**src/rtl/rf_arb_pkg.sv**
```systemverilog
// Shared types and constants for the rf_port_arbiter register-file sequencer.
// The command struct is sized for the 4x32 register file the arbiter fronts.
package rf_arb_pkg;

    localparam int RF_ARB_NREQ   = 2;
    localparam int RF_ARB_DATA_W = 32;
    localparam int RF_ARB_ADDR_W = 2;

    typedef enum logic {
        IDLE   = 1'b0,
        ACCESS = 1'b1
    } rf_arb_state_e;

    typedef struct packed {
        logic                     we;
        logic [RF_ARB_ADDR_W-1:0] addr;
        logic [RF_ARB_DATA_W-1:0] wdata;
    } rf_cmd_t;

endpackage

```
**src/rtl/rf_rr_pick.sv**
```systemverilog
// Combinational 2-way picker producing a one-hot winner.
// Ties go to the requester that did not win last, or always to r0 when RF_ARB_FIXED_PRIO_EN is defined.
module rf_rr_pick
    import rf_arb_pkg::*;
(
    input  logic [RF_ARB_NREQ-1:0] req,
    input  logic                   last_gnt,
    output logic [RF_ARB_NREQ-1:0] win
);

`ifdef RF_ARB_FIXED_PRIO_EN
    logic unused_last_gnt_s;
    assign unused_last_gnt_s = last_gnt;
`endif

    // Winner selection
    always_comb begin
        win = 2'b00;
        case (req)
            2'b01:   win = 2'b01;
            2'b10:   win = 2'b10;
`ifdef RF_ARB_FIXED_PRIO_EN
            2'b11:   win = 2'b01;
`else
            2'b11:   win = last_gnt ? 2'b01 : 2'b10;
`endif
            default: win = 2'b00;
        endcase
    end

endmodule

```
**src/rtl/rf_port_arbiter.sv**
```systemverilog
// Two-requester arbiter/sequencer for a single-port register file; one access per two cycles.
// Tie-breaking is round-robin unless RF_ARB_FIXED_PRIO_EN is defined (r0 then always wins ties).
module rf_port_arbiter
    import rf_arb_pkg::*;
#(
    parameter int DATA_W = RF_ARB_DATA_W,
    parameter int ADDR_W = RF_ARB_ADDR_W
) (
    input  logic              clk,
    input  logic              rst,
    input  logic              r0_req,
    input  logic              r0_we,
    input  logic [ADDR_W-1:0] r0_addr,
    input  logic [DATA_W-1:0] r0_wdata,
    input  logic              r1_req,
    input  logic              r1_we,
    input  logic [ADDR_W-1:0] r1_addr,
    input  logic [DATA_W-1:0] r1_wdata,
    output logic              r0_gnt,
    output logic              r1_gnt,
    output logic              r0_rvalid,
    output logic              r1_rvalid,
    output logic [DATA_W-1:0] rd_data,
    output logic              busy,
    output logic              rf_wen,
    output logic              rf_ren,
    output logic [ADDR_W-1:0] rf_addr,
    output logic [DATA_W-1:0] rf_data_in,
    input  logic [DATA_W-1:0] rf_data_out
);

    rf_arb_state_e          state_q, state_d;
    logic                   last_gnt_q, last_gnt_d;
    rf_cmd_t                cmd_q, cmd_d;
    logic [RF_ARB_NREQ-1:0] gnt_q, gnt_d;
    logic [RF_ARB_NREQ-1:0] rvalid_q, rvalid_d;
    logic [DATA_W-1:0]      rd_data_q, rd_data_d;
    logic                   busy_q, busy_d;
    logic                   rf_wen_q, rf_wen_d;
    logic                   rf_ren_q, rf_ren_d;
    logic [RF_ARB_NREQ-1:0] win_s;

    rf_rr_pick u_pick (
        .req      ({r1_req, r0_req}),
        .last_gnt (last_gnt_q),
        .win      (win_s)
    );

    // Next-state and next-output computation
    always_comb begin
        state_d    = state_q;
        last_gnt_d = last_gnt_q;
        cmd_d      = cmd_q;
        gnt_d      = 2'b00;
        rvalid_d   = 2'b00;
        rd_data_d  = rd_data_q;
        busy_d     = 1'b0;
        rf_wen_d   = 1'b0;
        rf_ren_d   = 1'b0;
        case (state_q)
            IDLE: begin
                if (win_s != 2'b00) begin
                    state_d    = ACCESS;
                    gnt_d      = win_s;
                    last_gnt_d = win_s[1];
                    if (win_s[1]) begin
                        cmd_d = '{we: r1_we, addr: r1_addr, wdata: r1_wdata};
                    end else begin
                        cmd_d = '{we: r0_we, addr: r0_addr, wdata: r0_wdata};
                    end
                    busy_d   = 1'b1;
                    rf_wen_d = cmd_d.we;
                    rf_ren_d = ~cmd_d.we;
                end else begin
                    state_d = IDLE;
                end
            end
            ACCESS: begin
                state_d = IDLE;
                // gnt_q still identifies the owner of this access
                if (rf_ren_q) begin
                    rd_data_d = rf_data_out;
                    rvalid_d  = gnt_q;
                end else begin
                    rvalid_d  = 2'b00;
                end
            end
            default: begin
                state_d = IDLE;
            end
        endcase
    end

    // State and registered outputs
    always_ff @(posedge clk) begin
        if (rst) begin
            state_q    <= IDLE;
            last_gnt_q <= 1'b1;
            cmd_q      <= '0;
            gnt_q      <= 2'b00;
            rvalid_q   <= 2'b00;
            rd_data_q  <= '0;
            busy_q     <= 1'b0;
            rf_wen_q   <= 1'b0;
            rf_ren_q   <= 1'b0;
        end else begin
            state_q    <= state_d;
            last_gnt_q <= last_gnt_d;
            cmd_q      <= cmd_d;
            gnt_q      <= gnt_d;
            rvalid_q   <= rvalid_d;
            rd_data_q  <= rd_data_d;
            busy_q     <= busy_d;
            rf_wen_q   <= rf_wen_d;
            rf_ren_q   <= rf_ren_d;
        end
    end

    assign r0_gnt     = gnt_q[0];
    assign r1_gnt     = gnt_q[1];
    assign r0_rvalid  = rvalid_q[0];
    assign r1_rvalid  = rvalid_q[1];
    assign rd_data    = rd_data_q;
    assign busy       = busy_q;
    assign rf_wen     = rf_wen_q;
    assign rf_ren     = rf_ren_q;
    assign rf_addr    = cmd_q.addr;
    assign rf_data_in = cmd_q.wdata;

endmodule

```
**config.mk**
```make
export PLATFORM = sky130hd
export DESIGN_NAME = rf_port_arbiter
export DESIGN_NICKNAME = d
export VERILOG_FILES = /design/src/rtl/rf_arb_pkg.sv /design/src/rtl/rf_rr_pick.sv /design/src/rtl/rf_port_arbiter.sv
export SDC_FILE = /design/constraint.sdc
export NUM_CORES = 1
export LEC_CHECK = 0
export ABC_CLOCK_PERIOD_IN_PS = 1800
export CAP_MARGIN = 20
export CORE_UTILIZATION = 40
export DETAILED_ROUTE_END_ITERATION = 6
export GPL_ROUTABILITY_DRIVEN = 0
export PLACE_DENSITY_LB_ADDON = 0.25
export SETUP_SLACK_MARGIN = 0.5
export SYNTH_ARGS = -nofsm -noshare
export SYNTH_HDL_FRONTEND = slang
export SYNTH_SLANG_ARGS = --single-unit
```
**constraint.sdc**
```tcl
create_clock -name clk -period 1.8 [get_ports clk]
set_input_delay 0.18 -clock clk [delete_from_list [all_inputs] [get_ports clk]]
set_output_delay 0.18 -clock clk [all_outputs]
set_load 0.05 [all_outputs]
```
# Word-level counts from Yosys, hierarchy flattened
# Index checks and enable logic that the tools add are counted.
# totals
ff_bits	75
out_inout_bits	73
elab_cells	30
# op_classes
n_eq_ne	3
mux	7
bitwise_logic	4
reduce_logical	6
# ops
operator	count
35-bit 2-to-1 mux	3
2-bit one-hot mux with 3 select lines	1
3-bit OR reduction	2
2-bit equality test, second input constant	2
1-bit inverter	4
2-bit AND reduction	2
2-bit by 1-bit equality test with 1-bit output, second input constant	1
2-bit 2-to-1 mux	1
1-bit one-hot mux with 2 select lines	1
2-bit nonzero test	1
2-bit OR reduction	1
1-bit 2-to-1 mux	1

# Depth between registers and ports, before layout
# logic_depth
ltp_word	6
depth_mapped	5

# Hierarchy
# Synthesis repeated with hierarchy kept, for this count alone.
# unflattened
hier_cells	328
hier_area_um2	3458.3
# by_module_without_submodules
mod	instances	cells_per_inst	area_per_inst_um2
rf_port_arbiter	1	325	3439.5
rf_rr_pick	1	3	18.8

# Least setup slack after synthesis
# No wires, ideal clock.
# synth_timing
path_type	reg-to-reg
startpoint	register busy (netlist name)
endpoint	register cmd_q (netlist bit rf_data_in[4])
arrival_ns	1.436
required_time_ns	1.713
slack_ns	0.277
stages_incl_launch_ff	6
n_path_buf	2
period_less_slack_ns	1.523
path_cell_list	dfxtp_1 -> o21bai_2 -> buf_4 -> buf_4 -> a21oi_1 -> a211oi_1
# synth_lines
item	line_no	source
end signal, assigned	rf_port_arbiter.sv:109	cmd_q <= cmd_d;
end, declared	rf_port_arbiter.sv:34	rf_cmd_t cmd_q, cmd_d;

# Worst setup path after layout
# layout_timing
startpoint	register cmd_q (netlist bit rf_addr[1])
endpoint	output port rf_addr[1]
# layout_lines
item	line_no	source
end, declared	rf_port_arbiter.sv:27	output logic [ADDR_W-1:0] rf_addr,
# No word-level cell between the ends.

==> metrics.md <==
| Metric | Value |
|---|---|
| Outcome | completed |
| Hold Startpoint | r1_req |
| Hpwl dp | 6221 µm |
| Syn nets | 459 |
| Met1 Track Usage GR | 0.2667 |
| CP Launch Type | flop |
| First-pass GRT wire length | 14,010 µm |
| Port buffer count | 178 |
| Combinational Power Share | 0.262 |
| Tcrit/Tclk final | 0.6987 |
| CTS buffer count | 9 |
| Clock power frac | 0.326 |
| I/O pins | 179 |
| CTS Buffer Depth | 2 |
| Crit path max-delay family | buffers and inverters |
| Grt ovf | 0 |
| Worst IR Drop VDD | 0.0005434 V |
| Post-layout instance area | 0.005144 mm² |
| Fmax | 795.1 MHz |
| Rel. slew slack | 0.4910 |
| Seq cells post-synth | 74 |
| Mapped Avg Cell Area | 8.276 µm² |
| PwrDens | 847.6 mW/mm² |
| Fin Hold WS | 0.3086 ns |
| Internal | 3044 µW |
| # rows | 30 |
| Worst Path Max Fanout | 2 |
| Clock tree root buffer cell | clkbuf_8 |
| Final Util | 0.7447 |
| Drt total wl | 8854 µm |
| Distinct cells, synth | 21 |
| Wire length per cell | 14.17 µm |
| Hold crit path type | in2reg |
| Busiest grt layer | met2 |
| Sequential area share after synthesis | 0.5071 |
| Share of layout cells above drive strength 1 | 0.2258 |
| Via count | 3,078 |
| Final Power | 4360 µW |
| Max-slew violations | 0 |
| Die area | 0.007649 mm² |
| CP max stage delay | 0.39 ns |
| Critical path class | reg2out |
| Total Neg Setup Slack | 0 ns |
| NetSw | 1316 µW |
| CORE AREA | 0.006907 mm² |
| GR Util All Layers | 0.2334 |
| Unrepaired setup endpoints after global routing | no |
| Area delta synth->final | 76.06% |
| Detailed Routing Iterations Pass 1 | 4 |
| Slew of the pin with the lowest slew margin | 0.7634 ns |
| RR Startpoint | busy |
| H-tree lvl count | 3 |
| Clock skew | 0.01030 ns |
| Crit path from | rf_addr[1] |
| Maximum number of pins on one net before global-route repair | 40 |
| Die Ht | 87.46 µm |
| Critical-path cell list | clkdlybuf4s15_2 |
| Iter 0 DRT Violations | 114 |
| CTS tree | built |
| GRT met3 Usage | 0.09100 |
| Initial antenna violation count | 2 |
| Fin nets | 628 |
| Cells after synthesis | 353 |
| Seq pwr share | 0.411 |
| Slowest CP cell | clkdlybuf4s15_2 |
| Netlist Area Pre-Place | 0.002922 mm² |
| Worst skew pair latency | 0.32 ns |
| Max-Cap Viols | 0 |
| Antenna Violating Nets Remaining | 0 |
| Synth Warn # | 0 |
| Die width | 87.46 µm |
| Post-CTS setup buffers | 0 |
| Clk slew on worst S/H paths | 0.08 ns |
| Dpl cell area | 0.004790 mm² |
| Net Sw Frac | 0.3019 |
| Vias in the first global route | 3,022 |
| Crit path DAT | 1.08 ns |
| DRC | 0 |
| Final Setup Violations | 0 |
| Vias/cell | 4.925 |
| Minimum clock period | 1.258 ns |
| Crit. End Element | output pin |
| Initial Util | 0.4230 |
| Required time of the critical path | 1.62 ns |
| Met2 Use GR | 0.3977 |
| Final Hold Violating Endpoints | 0 |
| # clock sinks | 74 |
| CP bufs+invs | 1 |
| Leak | 0.001920 µW |
[metrics by stage]
stage	setup slack (ns)	cells
after detailed placement	0.1472	606
after global routing	0.5013	625
after global placement	0.1854	606
final	0.5423	625
after floorplan	0.5309	353
after CTS	0.5072	622
[cells in the final DEF, fill, tap and decap left out]
cell type	instances
clkdlybuf4s50_1	102
nand2_1	99
clkdlybuf4s15_2	72
dfxtp_1	71
a21oi_1	66
nor2_1	36
a211oi_1	20
a211oi_2	14
clkbuf_8	10
buf_4	5
buf_12	5
diode_2	2
nor3b_1	2
and2_1	2
nor3_1	2
clkinv_4	2
bufinv_16	2
dfxtp_2	2
a21bo_1	1
a21boi_4	1
o21bai_2	1
o21ba_1	1
nor2b_1	1
nor4b_1	1
mux2i_1	1
a211o_1	1
dfxtp_4	1
clkinv_2	1
inv_4	1
clkbuf_16	1
buf_2	1
dlygate4sd2_1	1
dlymetal6s2s_1	1
[routing by layer]
metal	part of all wire	up-vias	routed length [µm]
li1	-	1532	-
met1	0.40	1423	3510
met2	0.49	113	4343
met3	0.10	10	886
met4	0.013	0	114
met5	0	-	0
[synth_stat cells]
library cell,count,area share
nand2_1,99,0.13
dfxtp_1,74,0.51
a21oi_1,66,0.11
nor2_1,36,0.046
a211oi_1,21,0.054
a211oi_2,13,0.056
buf_4,11,0.028
clkbuf_1,11,0.014
buf_2,6,0.010
and2_1,2,0.0043
buf_1,2,0.0026
nor3_1,2,0.0034
nor3b_1,2,0.0051
a211o_1,1,0.0030
a21bo_1,1,0.0034
a21boi_4,1,0.0064
mux2i_1,1,0.0034
nor2b_1,1,0.0021
nor4b_1,1,0.0030
o21ba_1,1,0.0034
o21bai_2,1,0.0039
[state kept, by name, indices dropped and copies added (netlist names)]
name,cells
gnt_q,2
busy,1
rf_wen,1
rf_data_in,32
rf_ren,1
rd_data,32
rvalid_q,2
last_gnt_q,1
rf_addr,2
[cells by family after synthesis]
kind of cell | count (synthesis) | share of synthesized area
AND/OR/NAND/NOR | 143 | 0.1914
AO/OA/AOI/OAI | 105 | 0.2428
flip-flops | 74 | 0.5071
buffers and inverters | 30 | 0.05525
multiplexers | 1 | 0.003426
[area by class of cell]
| class | count | area [µm²] |
|---|---|---|
| repair buffers | 188 | 2021 |
| fillers | 543 | 1763 |
| flip-flops and latches | 74 | 1488 |
| multi-input cells | 249 | 1284 |
| clock buffers | 10 | 137.6 |
| well taps | 96 | 120.1 |
| clock inverters | 6 | 88.84 |
| diodes | 2 | 5.005 |
[power groups by stage]
stage                     logic, µW  registers, µW  clock network, µW
after global routing           1220           1810               1540
after detailed placement       1160           1830                  0
after CTS                      1140           1790               1460
after floorplan                 318           2170                  0
after global placement         1150           1830                  0
final                          1140           1790               1420
[timing repair]
action,CTS,global route
setup endpoints to repair,75,22
pin swaps,0,0
resized for setup,217,3
cloned,0,1
hold buffers,0,0
[path summary, 6_finish.rpt]
check / endpoint / slack (ns) / cells after the start
min: gnt_q[0] / 0.31 / 3
min reg2reg: rd_data[5] / 0.46 / 2
max reg2reg: rf_data_in[13] / 0.60 / 4
max: rf_addr[1] / 0.54 / 1
Power figures use the tool's default switching activity.
